--- config.mk ---
export PLATFORM = sky130hd
export DESIGN_NAME = switch_debounce_flat
export DESIGN_NICKNAME = d
export VERILOG_FILES = /design/src/rtl/switch_debounce_pkg.sv /design/src/rtl/switch_debounce_if.sv /design/src/rtl/switch_debounce_ch.sv /design/src/rtl/switch_debounce.sv /design/src/flat_wrapper.sv
export SDC_FILE = /design/constraint.sdc
export NUM_CORES = 1
export LEC_CHECK = 0
export CAP_MARGIN = 5
export CELL_PAD_IN_SITES_DETAIL_PLACEMENT = 1
export CELL_PAD_IN_SITES_GLOBAL_PLACEMENT = 1
export CORE_ASPECT_RATIO = 1.75
export CORE_MARGIN = 3
export CORE_UTILIZATION = 50
export DETAILED_ROUTE_END_ITERATION = 10
export MAX_ROUTING_LAYER = met4
export PLACE_DENSITY_LB_ADDON = 0.3
export SLEW_MARGIN = 5
export SYNTH_ARGS = -nofsm -noshare
export SYNTH_HDL_FRONTEND = slang
export SYNTH_SLANG_ARGS = --single-unit
--- constraint.sdc ---
create_clock -name sys_clk -period 4.9 [get_ports sys_clk]
set_clock_uncertainty 0.15 [all_clocks]
set_input_delay 1.47 -clock sys_clk [delete_from_list [all_inputs] [get_ports sys_clk]]
set_output_delay 1.47 -clock sys_clk [all_outputs]
set_load 0.02 [all_outputs]
--- src/rtl/switch_debounce_pkg.sv ---
// Shared definitions for the board I/O conditioning blocks.
//   DB_IDLE / DB_CHECK : per-channel debounce FSM states
//   db_cnt_max()        : stable-time length in sys_clk cycles
//   DEFAULT_CLK_FREQ_HZ : nominal system clock frequency
package board_io_pkg;

  localparam int unsigned DEFAULT_CLK_FREQ_HZ = 50_000_000;

  typedef enum logic {
    DB_IDLE,
    DB_CHECK
  } db_state_e;

  // Number of consecutive stable samples required before a level change
  // is accepted. Callers must keep the result >= 2.
  function automatic int unsigned db_cnt_max(input int unsigned clk_hz,
                                             input int unsigned ms);
    return (clk_hz / 1000) * ms;
  endfunction

endpackage

--- src/rtl/switch_debounce_if.sv ---
// Switch bundle between the board pins and the debounce block.
//   sw_in    : raw asynchronous pad levels (1 = switch on)
//   sw_level : debounced level per channel
//   sw_rise  : one-cycle strobe on a debounced 0->1 change
//   sw_fall  : one-cycle strobe on a debounced 1->0 change
// master drives sw_in and consumes the conditioned outputs; slave is the
// debounce block itself.
interface switch_debounce_if #(
  parameter int unsigned CH = 4
);

  logic [CH-1:0] sw_in;
  logic [CH-1:0] sw_level;
  logic [CH-1:0] sw_rise;
  logic [CH-1:0] sw_fall;

  modport master (
    output sw_in,
    input  sw_level,
    input  sw_rise,
    input  sw_fall
  );

  modport slave (
    input  sw_in,
    output sw_level,
    output sw_rise,
    output sw_fall
  );

endinterface

--- src/rtl/switch_debounce_ch.sv ---
// One debounce channel: two-flop synchroniser, IDLE/CHECK FSM with a
// stable-time counter, registered level and rise/fall strobes.
//   sys_clk   : system clock, rising edge
//   sys_rst_n : synchronous active-low reset
//   sw_in     : raw asynchronous pin
//   sw_level  : debounced level
//   sw_rise   : one-cycle strobe after sw_level goes 0->1
//   sw_fall   : one-cycle strobe after sw_level goes 1->0
module debounce_ch
  import board_io_pkg::*;
#(
  parameter int unsigned CNT_MAX = 8
) (
  input  logic sys_clk,
  input  logic sys_rst_n,
  input  logic sw_in,
  output logic sw_level,
  output logic sw_rise,
  output logic sw_fall
);

  localparam int unsigned     CNT_W    = (CNT_MAX > 1) ? $clog2(CNT_MAX) : 1;
  localparam logic [CNT_W-1:0] CNT_LAST = CNT_W'(CNT_MAX - 1);
  localparam logic [CNT_W-1:0] CNT_ONE  = CNT_W'(1);

  logic             s1_q, s1_d;
  logic             s2_q, s2_d;
  db_state_e        state_q, state_d;
  logic [CNT_W-1:0] cnt_q, cnt_d;
  logic             level_q, level_d;
  logic             rise_q, rise_d;
  logic             fall_q, fall_d;

  always_comb begin
    s1_d    = sw_in;
    s2_d    = s1_q;
    state_d = state_q;
    cnt_d   = cnt_q;
    level_d = level_q;
    rise_d  = 1'b0;
    fall_d  = 1'b0;

    unique case (state_q)
      DB_IDLE: begin
        if (s2_q != level_q) begin
          state_d = DB_CHECK;
          cnt_d   = CNT_ONE;
        end else begin
          cnt_d   = '0;
        end
      end
      DB_CHECK: begin
        if (s2_q == level_q) begin
          // Bounce back to the current level: drop the partial count.
          state_d = DB_IDLE;
          cnt_d   = '0;
        end else if (cnt_q == CNT_LAST) begin
          level_d = s2_q;
          rise_d  = s2_q;
          fall_d  = ~s2_q;
          state_d = DB_IDLE;
          cnt_d   = '0;
        end else begin
          // cnt_q < CNT_LAST here, so the increment cannot wrap.
          cnt_d   = cnt_q + CNT_ONE;
        end
      end
    endcase
  end

  always_ff @(posedge sys_clk) begin
    if (!sys_rst_n) begin
      s1_q    <= 1'b0;
      s2_q    <= 1'b0;
      state_q <= DB_IDLE;
      cnt_q   <= '0;
      level_q <= 1'b0;
      rise_q  <= 1'b0;
      fall_q  <= 1'b0;
    end else begin
      s1_q    <= s1_d;
      s2_q    <= s2_d;
      state_q <= state_d;
      cnt_q   <= cnt_d;
      level_q <= level_d;
      rise_q  <= rise_d;
      fall_q  <= fall_d;
    end
  end

  assign sw_level = level_q;
  assign sw_rise  = rise_q;
  assign sw_fall  = fall_q;

endmodule

--- src/rtl/switch_debounce.sv ---
// Multi-channel switch/key input conditioner. Each channel is synchronised
// to sys_clk and debounced independently; no state is shared.
//   sys_clk   : system clock, rising edge
//   sys_rst_n : synchronous active-low reset
//   sw_bus    : slave side of switch_debounce_if
//               (sw_in in; sw_level, sw_rise, sw_fall out)
// Parameters: CH channels, CLK_FREQ_HZ clock rate, DEBOUNCE_MS stable time.
module switch_debounce
  import board_io_pkg::*;
#(
  parameter int unsigned CH          = 4,
  parameter int unsigned CLK_FREQ_HZ = DEFAULT_CLK_FREQ_HZ,
  parameter int unsigned DEBOUNCE_MS = 20
) (
  input  logic              sys_clk,
  input  logic              sys_rst_n,
  switch_debounce_if.slave  sw_bus
);

  localparam int unsigned CNT_MAX = db_cnt_max(CLK_FREQ_HZ, DEBOUNCE_MS);

  logic [CH-1:0] level_w;
  logic [CH-1:0] rise_w;
  logic [CH-1:0] fall_w;

  for (genvar i = 0; i < CH; i++) begin : g_ch
    debounce_ch #(
      .CNT_MAX (CNT_MAX)
    ) u_ch (
      .sys_clk   (sys_clk),
      .sys_rst_n (sys_rst_n),
      .sw_in     (sw_bus.sw_in[i]),
      .sw_level  (level_w[i]),
      .sw_rise   (rise_w[i]),
      .sw_fall   (fall_w[i])
    );
  end

  assign sw_bus.sw_level = level_w;
  assign sw_bus.sw_rise  = rise_w;
  assign sw_bus.sw_fall  = fall_w;

endmodule

--- src/flat_wrapper.sv ---
// flat-port wrapper written by rule: the top's interface ports become plain ports
module switch_debounce_flat import board_io_pkg::*;
#(
  parameter int unsigned CH          = 4,
  parameter int unsigned CLK_FREQ_HZ = DEFAULT_CLK_FREQ_HZ,
  parameter int unsigned DEBOUNCE_MS = 20
)
  (sys_clk, sys_rst_n, sw_bus_sw_in, sw_bus_sw_level, sw_bus_sw_rise, sw_bus_sw_fall);
  switch_debounce_if #(.CH(CH)) sw_bus_i ();
  input  logic sys_clk;
  input  logic sys_rst_n;
  input wire logic [$bits(sw_bus_i.sw_in)-1:0] sw_bus_sw_in;
  output wire logic [$bits(sw_bus_i.sw_level)-1:0] sw_bus_sw_level;
  output wire logic [$bits(sw_bus_i.sw_rise)-1:0] sw_bus_sw_rise;
  output wire logic [$bits(sw_bus_i.sw_fall)-1:0] sw_bus_sw_fall;
  assign sw_bus_i.sw_in = sw_bus_sw_in;
  assign sw_bus_sw_level = sw_bus_i.sw_level;
  assign sw_bus_sw_rise = sw_bus_i.sw_rise;
  assign sw_bus_sw_fall = sw_bus_i.sw_fall;
  switch_debounce #(.CH(CH), .CLK_FREQ_HZ(CLK_FREQ_HZ), .DEBOUNCE_MS(DEBOUNCE_MS)) u_core (.sys_clk(sys_clk), .sys_rst_n(sys_rst_n), .sw_bus(sw_bus_i));
endmodule
==> reports/metrics.csv <==
stage;metric;value;unit
clock_tree;cts_buffer_depth;2;
logic_synthesis;ys_types;43;
status;status;finished, final reports clean;
critical_path;end_kind;flop;
logic_synthesis;synthMuxAreaShare;0.4388;%
timing;relSlewSlack;54.88;%
clock_tree;cts_setup_buffers;0;
drt;avgViaCountPerCell;5.708;
placement;hpwl;7.088;mm
logic_synthesis;postSynthCellCount;519;
timing;fmax;323.5;MHz
power_and_ir_drop;leakage;0.001545;uW
timing;setup_ws;1.809;ns
floorplanning;placementRows;45;
layout;design_area;5046;um^2
logic_synthesis;synth-xor-area-share;10.18;%
logic_synthesis;ys_seq_area_share;45.64;%
layout;fill_cells;1058;
global_route;grt.overflow.total;0;
timing;rsz0062_at_grt;no;
floorplanning;core;8783;um^2
worst_hold_path;holdCritStartpoint;u_core.g_ch[2].u_ch.s1_q;
timing;tns;0;ns
power_and_ir_drop;powerDensity;315.3;nW/um^2
timing;setup_violations;0;
placement;dpl_cell_area;4745;um^2
floorplanning;fp.dieArea;10350;um^2
drt;drtAntennaViolNets;0;
logic_synthesis;synth_edf_count;0;
global_route;grt_pass1_vias;3873;
floorplanning;ios;18;
worst_hold_path;hold_path.class;reg2reg;
logic_synthesis;synthSimpleGateAreaFrac;29.65;%
global_route;antenna_found_initial;0;
clock_tree;cts-hold-fix-buffers;0;
drt;num_vias;3693;
layout;area_growth_syn_to_layout;10.61;%
global_route;grt_usage;21.03;%
critical_path;r2r_cells;5;
logic_synthesis;synth_fa_ha_area_share;1.097;%
critical_path;worstPathMaxFanout;23;
clock_tree;cts_root_buf;clkbuf_16;
drt;wl_per_cell;15.29;um
timing;slew_viol_final;0;
logic_synthesis;ys_ff_latch;104;
logic_synthesis;syn_nets;529;
drt;wirelength;9.890;mm
global_route;grt_first_pass_wirelength;17.34;mm
placement;place_congestion;0.7828;
critical_path;arrival;3.18;ns
layout;num_antenna_cells;0;
timing;period_minus_slack;3.091;ns
critical_path;crit_type;in2reg;
critical_path;worstReg2RegEnd;u_core.g_ch[2].u_ch.cnt_q[6];
clock_tree;cts_made_buffers;9;
timing;fin_crit_sh;63.08;%
critical_path;cp-endpoint;u_core.g_ch[3].u_ch.cnt_q[14];
floorplanning;dieWidth;78.21;um
clock_tree;cts_max_level;3;
power_and_ir_drop;vdd_drop_max;245.0;uV
timing;finalHoldViolations;0;
logic_synthesis;synth_compound_area_share;8.256;%
clock_tree;insertion_delay;0.34;ns
clock_tree;path_clk_slew;0.07;ns
global_route;grt_max_degree;24;
placement;post-place-ws;1.432;ns
clock_tree;cts.repair.resized;0;
critical_path;r2r_slack;2.49;ns
clock_tree;cts_sinks;104;
drt;drc;0;
logic_synthesis;yosys_warnings;0;
clock_tree;tritoncts;done;
drt;firstDrtPassIters;4;
critical_path;r2r_start;u_core.g_ch[2].u_ch.cnt_q[0];
critical_path;startpoint;sys_rst_n;
layout;layout-drive-gt1-share;5.472;%
timing;tightest_slew;0.6706;ns
logic_synthesis;async_flop_share;0;%
logic_synthesis;synth_top_family_by_area;simple AND/OR/NAND/NOR gates;
floorplanning;die_h;132.4;um
flow_run;cap_violations;0;
floorplanning;initial_core_util;51.94;%
logic_synthesis;synthFlopType;dfxtp_1;
layout;stdcell_count;647;
timing;fin_hold_ws;0.2836;ns
placement;dp_cells;631;
logic_synthesis;avgSynthCellArea;8.790;um^2
layout;finalNetCount;535;
critical_path;cp.required;4.99;ns
drt;initialDrtViolationCount;180;
logic_synthesis;syn_area;4562;um^2
placement;numPortBuffers;17;
critical_path;start_kind;primary input;
through the flow:
stage               total power, uW  util, %
global route                   1648    57.45
global placement              886.8    54.02
floorplan                     880.1        -
detailed placement            887.7    54.02
finish                         1591    57.45
CTS                            1611    57.45
worst min path at each step:
stage                               endpoint  slack [ns]  cells past startpoint
floorplan           u_core.g_ch[0].u_ch.s2_q        0.26                      1
global placement    u_core.g_ch[2].u_ch.s2_q        0.27                      1
detailed placement  u_core.g_ch[2].u_ch.s2_q        0.27                      1
CTS                 u_core.g_ch[2].u_ch.s2_q        0.29                      1
global route        u_core.g_ch[3].u_ch.s2_q        0.32                      1
finish              u_core.g_ch[2].u_ch.s2_q        0.28                      1
sequential cells by signal, indices dropped and copies added (netlist names):
name	cells
u_core.g_ch.u_ch.s2_q	4
u_core.g_ch.u_ch.sw_fall	4
u_core.g_ch.u_ch.sw_level	4
u_core.g_ch.u_ch.cnt_q	80
u_core.g_ch.u_ch.state_q	4
u_core.g_ch.u_ch.sw_rise	4
u_core.g_ch.u_ch.s1_q	4
routing by layer:
| layer | share of wire [%] | GRT usage, % | up-vias |
|---|---|---|---|
| li1 | - | - | 1820 |
| met1 | 41 | 21.90 | 1823 |
| met2 | 55 | 38.17 | 32 |
| met3 | 2.3 | 4.651 | 18 |
| met4 | 2.0 | 7.393 | 0 |
| met5 | 0 | - | - |
Yosys cell counts (all sizes together), types with 3 or more instances:
master,n,area (um^2)
or4,14,112.6
and2,12,75.07
o31ai,5,37.54
buf,18,122.6
nand3,29,155.2
xor2,24,210.2
and4,6,52.55
xnor2,29,254.0
o21ai,18,101.4
nor3,18,90.09
nor4,11,75.07
or3,14,87.58
nand4,24,177.7
and3,9,56.30
nor2,66,247.7
a21o,5,37.54
ha,4,50.05
dfxtp,104,2082
or3b,3,26.28
clkbuf,5,18.77
a21oi,30,150.1
inv,20,75.07
nand2,36,135.1
cells by family (layout without fill, tap and decap cells):
group           after synthesis  count (layout)
simple gates                249             249
flops                       104             104
compound gates               64              64
xor+xnor                     53              53
buf+inv                      43              54
fa+ha+maj                     4               4
mux                           2               2
report_power, final:
group	total, uW	internal (uW)	switching (uW)
sequential	854	850	3.99
combinational	14.9	7.33	7.60
clock	723	425	298
total	1590	1280	309
area by class of cell:
| cell class | count | area (um^2) | share of cell area (%) |
|---|---|---|---|
| flip-flops and latches | 104 | 2082 | 41.26 |
| repair buffers | 18 | 177.7 | 3.521 |
| well taps | 117 | 146.4 | 2.901 |
| inverters | 20 | 75.07 | 1.488 |
| multi-input cells | 372 | 2263 | 44.85 |
| clock inverters | 2 | 37.54 | 0.7439 |
| clock buffers | 14 | 264.0 | 5.232 |
worst max-delay path, stage by stage:
cell and delay [ns]:
clkdlybuf4s50_1 0.74, nand3_1 0.23, a21o_1 0.50, o21ba_2 0.24
layout by cell type, fill, tap and decap left out, drive strengths merged, types with 2 or more instances in the layout:
cell	count
or3b	3
mux2i	2
clkdlybuf4s50	17
nand2	36
and3	9
xnor2	29
o21ai	18
nor4bb	2
and2	12
nor3	18
dfxtp	104
nand3	29
o31ai	5
a21o	5
nor4b	2
ha	4
or3	14
xor2	24
a21oi	30
nor4	11
a31o	2
or4	14
nand4	24
nor2	66
inv	20
clkbuf	14
and4	6
(Power assumes the default switching activity.)
